File: src/rtl/asps_pkg.sv
// Shared types and default sizing for the parking lot controller.
package asps_pkg;

  typedef enum logic [1:0] {
    WAIT_CLEAR,
    IDLE,
    QUALIFY,
    PRESENT
  } gate_state_t;

  localparam int DEF_SLOTS    = 4;
  localparam int DEF_ID_W     = 2;
  localparam int DEF_TIME_W   = 8;
  localparam int DEF_COST_W   = 8;
  localparam int DEF_RATE     = 1;
  localparam int DEF_TICK_DIV = 1;
  localparam int DEF_DEBOUNCE = 2;

endpackage

File: src/rtl/asps_gate_debounce.sv
// Gate sensor qualifier: a car counts once DEBOUNCE consecutive low samples are seen,
// and the gate must go clear again before the next car can be detected.
module asps_gate_debounce
  import asps_pkg::*;
#(
  parameter int DEBOUNCE = DEF_DEBOUNCE
) (
  input  logic clk,
  input  logic reset,
  input  logic ir,
  output logic detect
);

  localparam int CNT_W = (DEBOUNCE > 1) ? $clog2(DEBOUNCE) : 1;

  gate_state_t      state;
  logic [CNT_W-1:0] low_cnt;

  // Starting in WAIT_CLEAR means a sensor already blocked at reset release is ignored.
  always_ff @(posedge clk) begin
    if (!reset) begin
      state   <= WAIT_CLEAR;
      low_cnt <= '0;
      detect  <= 1'b0;
    end else begin
      detect <= 1'b0;
      case (state)
        WAIT_CLEAR: if (ir) state <= IDLE;
        IDLE: begin
          if (!ir) begin
            if (DEBOUNCE == 1) begin
              state  <= PRESENT;
              detect <= 1'b1;
            end else begin
              state   <= QUALIFY;
              low_cnt <= CNT_W'(1);
            end
          end
        end
        QUALIFY: begin
          if (ir) begin
            state <= IDLE;
          end else if (low_cnt == CNT_W'(DEBOUNCE - 1)) begin
            state  <= PRESENT;
            detect <= 1'b1;
          end else begin
            low_cnt <= low_cnt + CNT_W'(1);
          end
        end
        PRESENT: if (ir) state <= IDLE;
        default: state <= WAIT_CLEAR;
      endcase
    end
  end

endmodule

File: src/rtl/asps_lot_controller.sv
// Parking lot controller: tracks per-ID occupancy and entry time stamps,
// and reports a saturated parking cost when a parked car leaves.
module asps_lot_controller
  import asps_pkg::*;
#(
  parameter int SLOTS    = DEF_SLOTS,
  parameter int ID_W     = DEF_ID_W,
  parameter int TIME_W   = DEF_TIME_W,
  parameter int COST_W   = DEF_COST_W,
  parameter int RATE     = DEF_RATE,
  parameter int TICK_DIV = DEF_TICK_DIV,
  parameter int DEBOUNCE = DEF_DEBOUNCE
) (
  input  logic              clk,
  input  logic              reset,
  input  logic              IR_entry,
  input  logic              IR_exit,
  input  logic [ID_W-1:0]   entry_id,
  input  logic [ID_W-1:0]   exit_id,
  output logic [ID_W:0]     car_count,
  output logic [SLOTS-1:0]  occupancy,
  output logic              empty_flag,
  output logic              full_flag,
  output logic              entry_detected,
  output logic              exit_detected,
  output logic              entry_reject,
  output logic              exit_reject,
  output logic [COST_W-1:0] cost,
  output logic              cost_valid,
  output logic [TIME_W-1:0] current_time_out
);

  localparam int CNT_W  = ID_W + 1;
  localparam int PRE_W  = (TICK_DIV > 1) ? $clog2(TICK_DIV) : 1;
  localparam int PROD_W = TIME_W + COST_W + 32;

  logic [PRE_W-1:0]  prescale;
  logic [TIME_W-1:0] now;
  logic [TIME_W-1:0] stamp [SLOTS];

  logic              exit_ok;
  logic              entry_ok;
  logic [SLOTS-1:0]  occ_after_exit;
  logic [SLOTS-1:0]  next_occ;
  logic [CNT_W-1:0]  count_after_exit;
  logic [CNT_W-1:0]  next_count;
  logic [TIME_W-1:0] elapsed;
  logic [PROD_W-1:0] product;
  logic [PROD_W-1:0] cost_max;
  logic [COST_W-1:0] next_cost;

  always_ff @(posedge clk) begin
    if (!reset) begin
      prescale <= '0;
      now      <= '0;
    end else if (prescale == PRE_W'(TICK_DIV - 1)) begin
      prescale <= '0;
      now      <= now + TIME_W'(1);
    end else begin
      prescale <= prescale + PRE_W'(1);
    end
  end

  assign current_time_out = now;

  asps_gate_debounce #(.DEBOUNCE(DEBOUNCE)) u_entry_gate (
    .clk    (clk),
    .reset  (reset),
    .ir     (IR_entry),
    .detect (entry_detected)
  );

  asps_gate_debounce #(.DEBOUNCE(DEBOUNCE)) u_exit_gate (
    .clk    (clk),
    .reset  (reset),
    .ir     (IR_exit),
    .detect (exit_detected)
  );

  // Exit is resolved first so a full lot, or the same ID leaving and re-entering, can admit the entry.
  always_comb begin
    exit_ok          = exit_detected && occupancy[exit_id];
    occ_after_exit   = occupancy;
    if (exit_ok) occ_after_exit[exit_id] = 1'b0;
    count_after_exit = car_count - CNT_W'(exit_ok);
    entry_ok         = entry_detected && !occ_after_exit[entry_id] &&
                       (count_after_exit < CNT_W'(SLOTS));
    next_occ         = occ_after_exit;
    if (entry_ok) next_occ[entry_id] = 1'b1;
    next_count       = count_after_exit + CNT_W'(entry_ok);
    elapsed          = now - stamp[exit_id];
    product          = PROD_W'(elapsed) * PROD_W'(RATE);
    cost_max         = {{(PROD_W - COST_W){1'b0}}, {COST_W{1'b1}}};
    next_cost        = (product > cost_max) ? {COST_W{1'b1}} : product[COST_W-1:0];
  end

  always_ff @(posedge clk) begin
    if (!reset) begin
      occupancy    <= '0;
      car_count    <= '0;
      empty_flag   <= 1'b1;
      full_flag    <= 1'b0;
      entry_reject <= 1'b0;
      exit_reject  <= 1'b0;
      cost         <= '0;
      cost_valid   <= 1'b0;
      for (int i = 0; i < SLOTS; i++) stamp[i] <= '0;
    end else begin
      occupancy    <= next_occ;
      car_count    <= next_count;
      empty_flag   <= (next_count == '0);
      full_flag    <= (next_count == CNT_W'(SLOTS));
      entry_reject <= entry_detected && !entry_ok;
      exit_reject  <= exit_detected && !exit_ok;
      cost_valid   <= exit_ok;
      if (exit_ok) cost <= next_cost;
      if (entry_ok) stamp[entry_id] <= now;
    end
  end

endmodule

File: config.mk
export PLATFORM = sky130hd
export DESIGN_NAME = asps_lot_controller
export DESIGN_NICKNAME = d
export VERILOG_FILES = /design/src/rtl/asps_pkg.sv /design/src/rtl/asps_gate_debounce.sv /design/src/rtl/asps_lot_controller.sv
export SDC_FILE = /design/constraint.sdc
export NUM_CORES = 1
export LEC_CHECK = 0
export ABC_AREA = 1
export CAP_MARGIN = 20
export CORE_ASPECT_RATIO = 0.9
export CORE_UTILIZATION = 50
export DETAILED_ROUTE_END_ITERATION = 6
export GPL_TIMING_DRIVEN = 1
export PLACE_DENSITY = 0.83
export SYNTH_ARGS = -nofsm -noshare
export SYNTH_HDL_FRONTEND = slang
export SYNTH_SLANG_ARGS = --single-unit
File: constraint.sdc
create_clock -name clk -period 4.7 [get_ports clk]
set_clock_uncertainty 0.1 [all_clocks]
set_input_delay 1.175 -clock clk [delete_from_list [all_inputs] [get_ports clk]]
set_output_delay 1.175 -clock clk [all_outputs]
set_load 0.01 [all_outputs]
# Word level (Yosys, flattened, before mapping)
# Memory sizes are Yosys's and may differ from the RTL's.
# Index checks and enable logic that the tools add are counted.
# totals
reg_bits	37
latch_bits	0
ramBits	32
romBits	0
input_bits	8
output_inout_bits	30
elab_cells	114
memories	1
# mem_list
name	depth	width	read_ports	rd_ports_with_merged_regs	wr	line	text
stamp	4	8	1	0	4	asps_lot_controller.sv:39	logic [TIME_W-1:0] stamp [SLOTS];
# op_classes
addsub	7
multipliers	0
n_div	0
magnitude_cmp	6
n_eq_ne	15
shifts	0
mux	38
n_bitwise	6
n_reduce_logical	25
# ops
op	n
two-way mux 2 bit	9
two-way mux 1 bit	17
two-way mux 8 bit	2
one-hot mux 2 bit (3 select lines)	2
AND reduction 3 bit	4
adder 8 x 1 -> 8 bit (second input constant)	1
equality test 2 bit (second input constant)	4
> comparator 8 bit (second input constant)	1
two-way mux 4 bit	2
inequality test 2 bit (second input constant)	4
OR reduction 8 bit	1
subtractor 8 bit	1
logical AND 1 bit	7
< comparator 2 x 3 -> 1 bit (second input constant)	2
inequality test 3 x 2 -> 1 bit (second input constant)	2
OR reduction 3 bit	2
bitwise AND 4 bit	1
binary-select mux 1 bit (select 2 bit)	2
demux 1 bit (select 2 bit)	2
equality test 2 x 1 -> 1 bit (second input constant)	2
>= comparator 2 x 1 -> 1 bit (second input constant)	2
zero test 2 bit	2
inequality test 2 x 1 -> 1 bit (second input constant)	2
inverter 4 bit	1
other kinds (13)	22

# Logic depth before layout (Yosys ltp)
# logic_depth
word_depth	17
mapped_depth	23
depth_no_buf	21

# Modules after synthesis
# From an unflattened synthesis, not the netlist that was laid out.
# unflattened
cells_unflattened	368
hier_area_um2	3449.6
# by_module_without_submodules
module	instances	cells_each	area_each_um2	seq_area_each_um2
asps_lot_controller	1	310	3029.2	1541.5
asps_gate_debounce	2	29	210.2	80.1

# Least setup slack after synthesis
# No wires, ideal clock.
# synth_path
path_kind	input to register
start	in exit_id[0]
end	reg full_flag
setup_time_ps	78
t_arrival_ps	3841
required_time_ps	4522
setup_slack_ps	681
cell_stages	21
n_path_buf	2
path_cell_list	buf_4 nor2_4 nand2_1 o21ai_0 inv_1 a21oi_2 buf_6 ha_1 ha_1 inv_1 nand2_1 nand2_1 nor2_1 nand3_4 nor2_8 nand2_4 inv_6 ha_1 ha_1 or2_2 nor3_1
# synth_via
word_cells_on_any_way	20
cone_classes	add/sub: 2; order compare: 3; eq/ne: 1; mux: 7; bitwise: 2; reduce/logical: 5
# synth_rtl
item	line	text
start: declaration	asps_lot_controller.sv:19	input logic [ID_W-1:0] exit_id,
binary-select mux 1 bit (select 2 bit) *	asps_lot_controller.sv:82	exit_ok = exit_detected && occupancy[exit_id];
two-way mux 1 bit (not written as such) *	asps_lot_controller.sv:82	
logical AND 1 bit *	asps_lot_controller.sv:82	
named net exit_ok	asps_lot_controller.sv:41	logic exit_ok;
parallel branches: the longest is 6 deep, another holds subtractor 3 x 1 -> 3 bit	-	
adder 3 x 1 -> 3 bit *	asps_lot_controller.sv:90	next_count = count_after_exit + CNT_W'(entry_ok);
named net next_count[1]	asps_lot_controller.sv:46	logic [CNT_W-1:0] next_count;
equality test 3 bit *	asps_lot_controller.sv:112	full_flag <= (next_count == CNT_W'(SLOTS));
end signal: assignment	asps_lot_controller.sv:112	
end: declaration	asps_lot_controller.sv:23	output logic full_flag,
# Mark *: on every way through the listed nets, which the timed path passes. The select of a mux whose other input is x is not followed.
# A chain may end at the register's enable or synchronous reset.

# Worst setup path in the final report
# layout_path
start	in exit_id[0]
end	reg empty_flag
# layout_via
elab_chain_cells	14
word_cells_on_any_way	20
cone_classes	add/sub: 2; order compare: 3; mux: 7; bitwise: 2; reduce/logical: 6
# layout_rtl
item	line	text
< comparator 2 x 3 -> 1 bit (not written as such) / >= comparator 2 x 1 -> 1 bit (equally long branches)	asps_lot_controller.sv:84	if (exit_ok) occ_after_exit[exit_id] = 1'b0;
logical AND 1 bit (not written as such)	asps_lot_controller.sv:84	
two-way mux 1 bit (not written as such)	asps_lot_controller.sv:84	
demux 1 bit (select 2 bit)	asps_lot_controller.sv:84	
inverter 4 bit (no source line)	-	
bitwise AND 4 bit (no source line)	-	
two-way mux 4 bit	asps_lot_controller.sv:84	
binary-select mux 1 bit (select 2 bit)	asps_lot_controller.sv:86	entry_ok = entry_detected && !occ_after_exit[entry_id] &&
two-way mux 1 bit (not written as such)	asps_lot_controller.sv:86	
zero test 1 bit	asps_lot_controller.sv:86	
logical AND 1 bit (2 in series)	asps_lot_controller.sv:86	
adder 3 x 1 -> 3 bit *	asps_lot_controller.sv:90	
named net next_count[1]	asps_lot_controller.sv:46	
zero test 3 bit *	asps_lot_controller.sv:111	empty_flag <= (next_count == '0);
end signal: assignment	asps_lot_controller.sv:111	
end: declaration	asps_lot_controller.sv:22	output logic empty_flag,
# The timed path passes the listed nets; every way through them passes the cells marked *. The select of a mux whose other input is x is not followed.

==> metrics.md <==
| Metric | Value |
|---|---|
| Status | `completed` |
| Top cells by area, synth | `edfxtp_1 28%, dfxtp_1 21%, nand2_1 9.8%` |
| Total CTS buffers | `9` |
| Worst Tran Pin Value | `0.964 ns` |
| Via count | `2777` |
| Pre-antenna DRT Iters | `4` |
| Ys flop type | `dfxtp_1` |
| FF+latch count, synth | `between 60 and 70` |
| # hold bufs at CTS | `0` |
| Synth Area in Simple Gates | `between 20% and 30%` |
| Highest attainable clock frequency | `approximately 230 MHz` |
| Antenna Cells | `0` |
| Total track usage | `22.5%` |
| GRT overflow | `0` |
| R2r startpoint | `occupancy[1]$_SDFF_PN0_` |
| Final setup fails | `0` |
| CTS clk-pin slew, worst paths | `around 0.070 ns` |
| Initial DRC count | `between 150 and 200` |
| Starting Density | `between 50% and 60%` |
| VDD IR-drop max | `0.000271 V` |
| Gpl congestion | `~0.86` |
| Tmin final | `4.38 ns` |
| Clock Path Buffers | `2` |
| Mapped Avg Cell Area | `about 8.6 µm²` |
| Crit path DAT | `4.55 ns` |
| Root Driver | `clkbuf_8` |
| Synth area leader | `edfxtp_1` |
| I/O Buffers | `37` |
| Row count | `28` |
| Kind of critical path | `in2reg` |
| Sequential share of the synthesized area | `49.1%` |
| Post-CTS Resized | `0` |
| Hold path cells | `2` |
| Detail Route Antenna Nets | `0` |
| Most frequent cells in the layout | `91 x nand2_1, 54 x nor2_1, 53 x inv_1` |
| Final Hold Fails | `0` |
| RSZ-0062 raised after global routing | `false` |
| Max-Cap Viols | `0` |
| Compound-Gate Fraction of Synth Area | `roughly 8.4%` |
| Share of layout cells above drive strength 1 | `a little over a tenth` |
| CTS sink cnt | `69` |
| Die area | `between 0.007 and 0.008 mm²` |
| Max-Slew Margin vs Limit | `a little over a third` |
| Placed cell count | `around 520` |
| Drt drc | `0` |
| Core Box Area | `between 0.006 and 0.007 mm²` |
| Worst Hold Class | `reg2reg` |
| Global-route wire length before repair | `approximately 13 mm` |
| Htree depth | `3` |
| CP max FO | `9` |
| Post-synthesis mux area share | `0%` |
| Crit path launch type | `input pin` |
| Final worst path period share | `between 90% and 100%` |
| Hold Startpoint | `u_entry_gate.low_cnt$_SDFFE_PN0P_` |
| Async S/R FF share, synth | `0%` |
| Worst r2r path cells | `18` |
| Reg area | `between 0.0015 and 0.002 mm²` |
| Vias in the first global route | `between 2000 and 3000` |
| Commonest non-fill, non-tap cell in the layout | `nand2_1` |
| Die Wd | `~90 µm` |
| Fin. max-slew vios | `0` |
| Pwr dens | `between 300 and 400 mW/mm²` |
| Synth cell types | `41` |
| Worst setup EP type | `flip-flop` |
| Synth Area in XOR/XNOR | `under 10%` |
| Nets | `~470` |
| Syn. warnings | `0` |
| Syn_nets | `approximately 430` |
| Avg WL per Cell | `between 10 and 15 µm` |
| Adder-cell area share of the yosys netlist | `around 6.7%` |
| Leakage | `1.70 nW` |
| Final setup TNS | `0 ns` |
| Non-Filler Instances | `540` |
| Die Ht | `81.0 µm` |
| Antenna violations before repair | `0` |
| Synth top area share | `27.7%` |
| DR vias/cell | `5.14` |
| Largest net degree at the start of global routing | `16` |
| Ports | `38` |
| Hold EP | `u_entry_gate.detect$_SDFF_PP0_` |
| TritonCTS clock tree | `yes` |
| Cell Area, Synth | `about 0.0035 mm²` |
| EDFF count, synth | `32` |
| Overall Power | `roughly 1.3 mW` |
| Dpl hpwl | `5.69 mm` |
| Crit path required time | `between 4 and 5 ns` |
| FF-to-FF End | `empty_flag$_SDFF_PN1_` |
| WL final | `7.60 mm` |
| # fillers | `between 500 and 600` |
| Setup bufs post-CTS | `0` |
| Reg2reg setup slack | `1.55 ns` |
| Worst-Skew Late Latency | `around 0.35 ns` |
| P&R area growth vs syn | `18.5%` |
| Footprint of the multi-input gates | `0.00150 mm²` |
| Largest family of logic cells by synthesized area | `simple AND/OR/NAND/NOR gates` |
| Synthesized instance count | `roughly 400` |
worst max-delay path by stage:
stage	slack, ns	end	from	cells after the start
2_1_floorplan	0.68	full_flag$_SDFF_PN0_	exit_id[0]	21
3_3_place_gp	0.16	full_flag$_SDFF_PN0_	exit_id[0]	20
3_5_place_dp	0.02	full_flag$_SDFF_PN0_	exit_id[0]	20
4_1_cts	0.34	empty_flag$_SDFF_PN1_	exit_id[0]	20
5_1_grt	0.12	empty_flag$_SDFF_PN1_	exit_id[0]	20
6_report	0.32	empty_flag$_SDFF_PN1_	exit_id[0]	20
through the flow:
step / utilization (%) / cell area (µm²) / hold slack, ns / setup WS (ns)
global placement: 59.0 / 3930 / 0.353 / 0.165
finish: 61.8 / 4110 / 0.367 / 0.319
CTS: 61.8 / 4110 / 0.369 / 0.343
floorplan: - / 3470 / 0.339 / 0.681
global route: 61.8 / 4110 / 0.394 / 0.122
detailed placement: 59.0 / 3930 / 0.357 / 0.0229
cell type report:
class | count | share of cell area (%)
well taps | 90 | 2.74
clock buffers | 15 | 4.32
clock inverters | 1 | 0.122
multi-input cells | 267 | 36.5
repair buffers | 40 | 9.56
inverters | 58 | 5.42
flip-flops and latches | 69 | 41.4
state kept, by name (all words and copies together) (netlist names):
register and cells:
current_time_out 8, entry_reject 1, u_entry_gate.low_cnt 1, empty_flag 1, exit_reject 1, cost 8, u_entry_gate.state 2, u_entry_gate.detect 1
stamp 32, cost_valid 1, car_count 3, full_flag 1, u_exit_gate.low_cnt 1, u_exit_gate.detect 1, prescale 1, u_exit_gate.state 2
occupancy 4
metal layers:
metal / vias up / wire length [µm] / GRT usage (%)
met3: 13 / 471 / 6.09
met5: - / 0 / 0
li1: 1387 / - / -
met4: 0 / 119 / 9.67
met1: 1294 / 3360 / 27.1
met2: 83 / 3640 / 38.4
logic make-up after synthesis:
family,Yosys count
simple gates,195
flops,69
buf+inv,65
compound gates,49
fa+ha+maj,18
xor+xnor,4
other cells,1
Yosys cell counts, types with 3 or more instances:
cell      number
nand2_2        4
o21ai_0       13
nand4_1        3
inv_1         53
dfxtp_1       37
clkbuf_1       4
nor3_1         7
nand2_1       91
nand4_4        3
nand3_2        3
ha_1          17
a221oi_1       6
nor2_1        54
nand3_1       13
edfxtp_1      32
inv_2          3
nor2_2         9
a21oi_1       20
report_power, final:
group          internal [mW]  leakage [nW]  switching [mW]  total (mW)
combinational         0.0834         0.974           0.134       0.217
sequential             0.661         0.630          0.0222       0.683
clock                  0.238        0.0929           0.209       0.447
total                  0.983          1.70           0.364        1.35
critical path, cell delays in order:
cell and delay (ns):
clkdlybuf4s50_1 0.59, nor2_4 0.28, nand2_1 0.07, o21ai_0 0.10, inv_1 0.10, a21oi_2 0.17
ha_1 0.16, ha_1 0.15, inv_1 0.04, nand2_1 0.05, nand2_1 0.07, nor2_1 0.21
nand3_4 0.13, nor2_8 0.18, nand2_4 0.08, inv_6 0.08, ha_1 0.17, ha_1 0.26
or2_2 0.32, a21oi_1 0.17
Note: power is estimated with default switching activity, not from simulation.
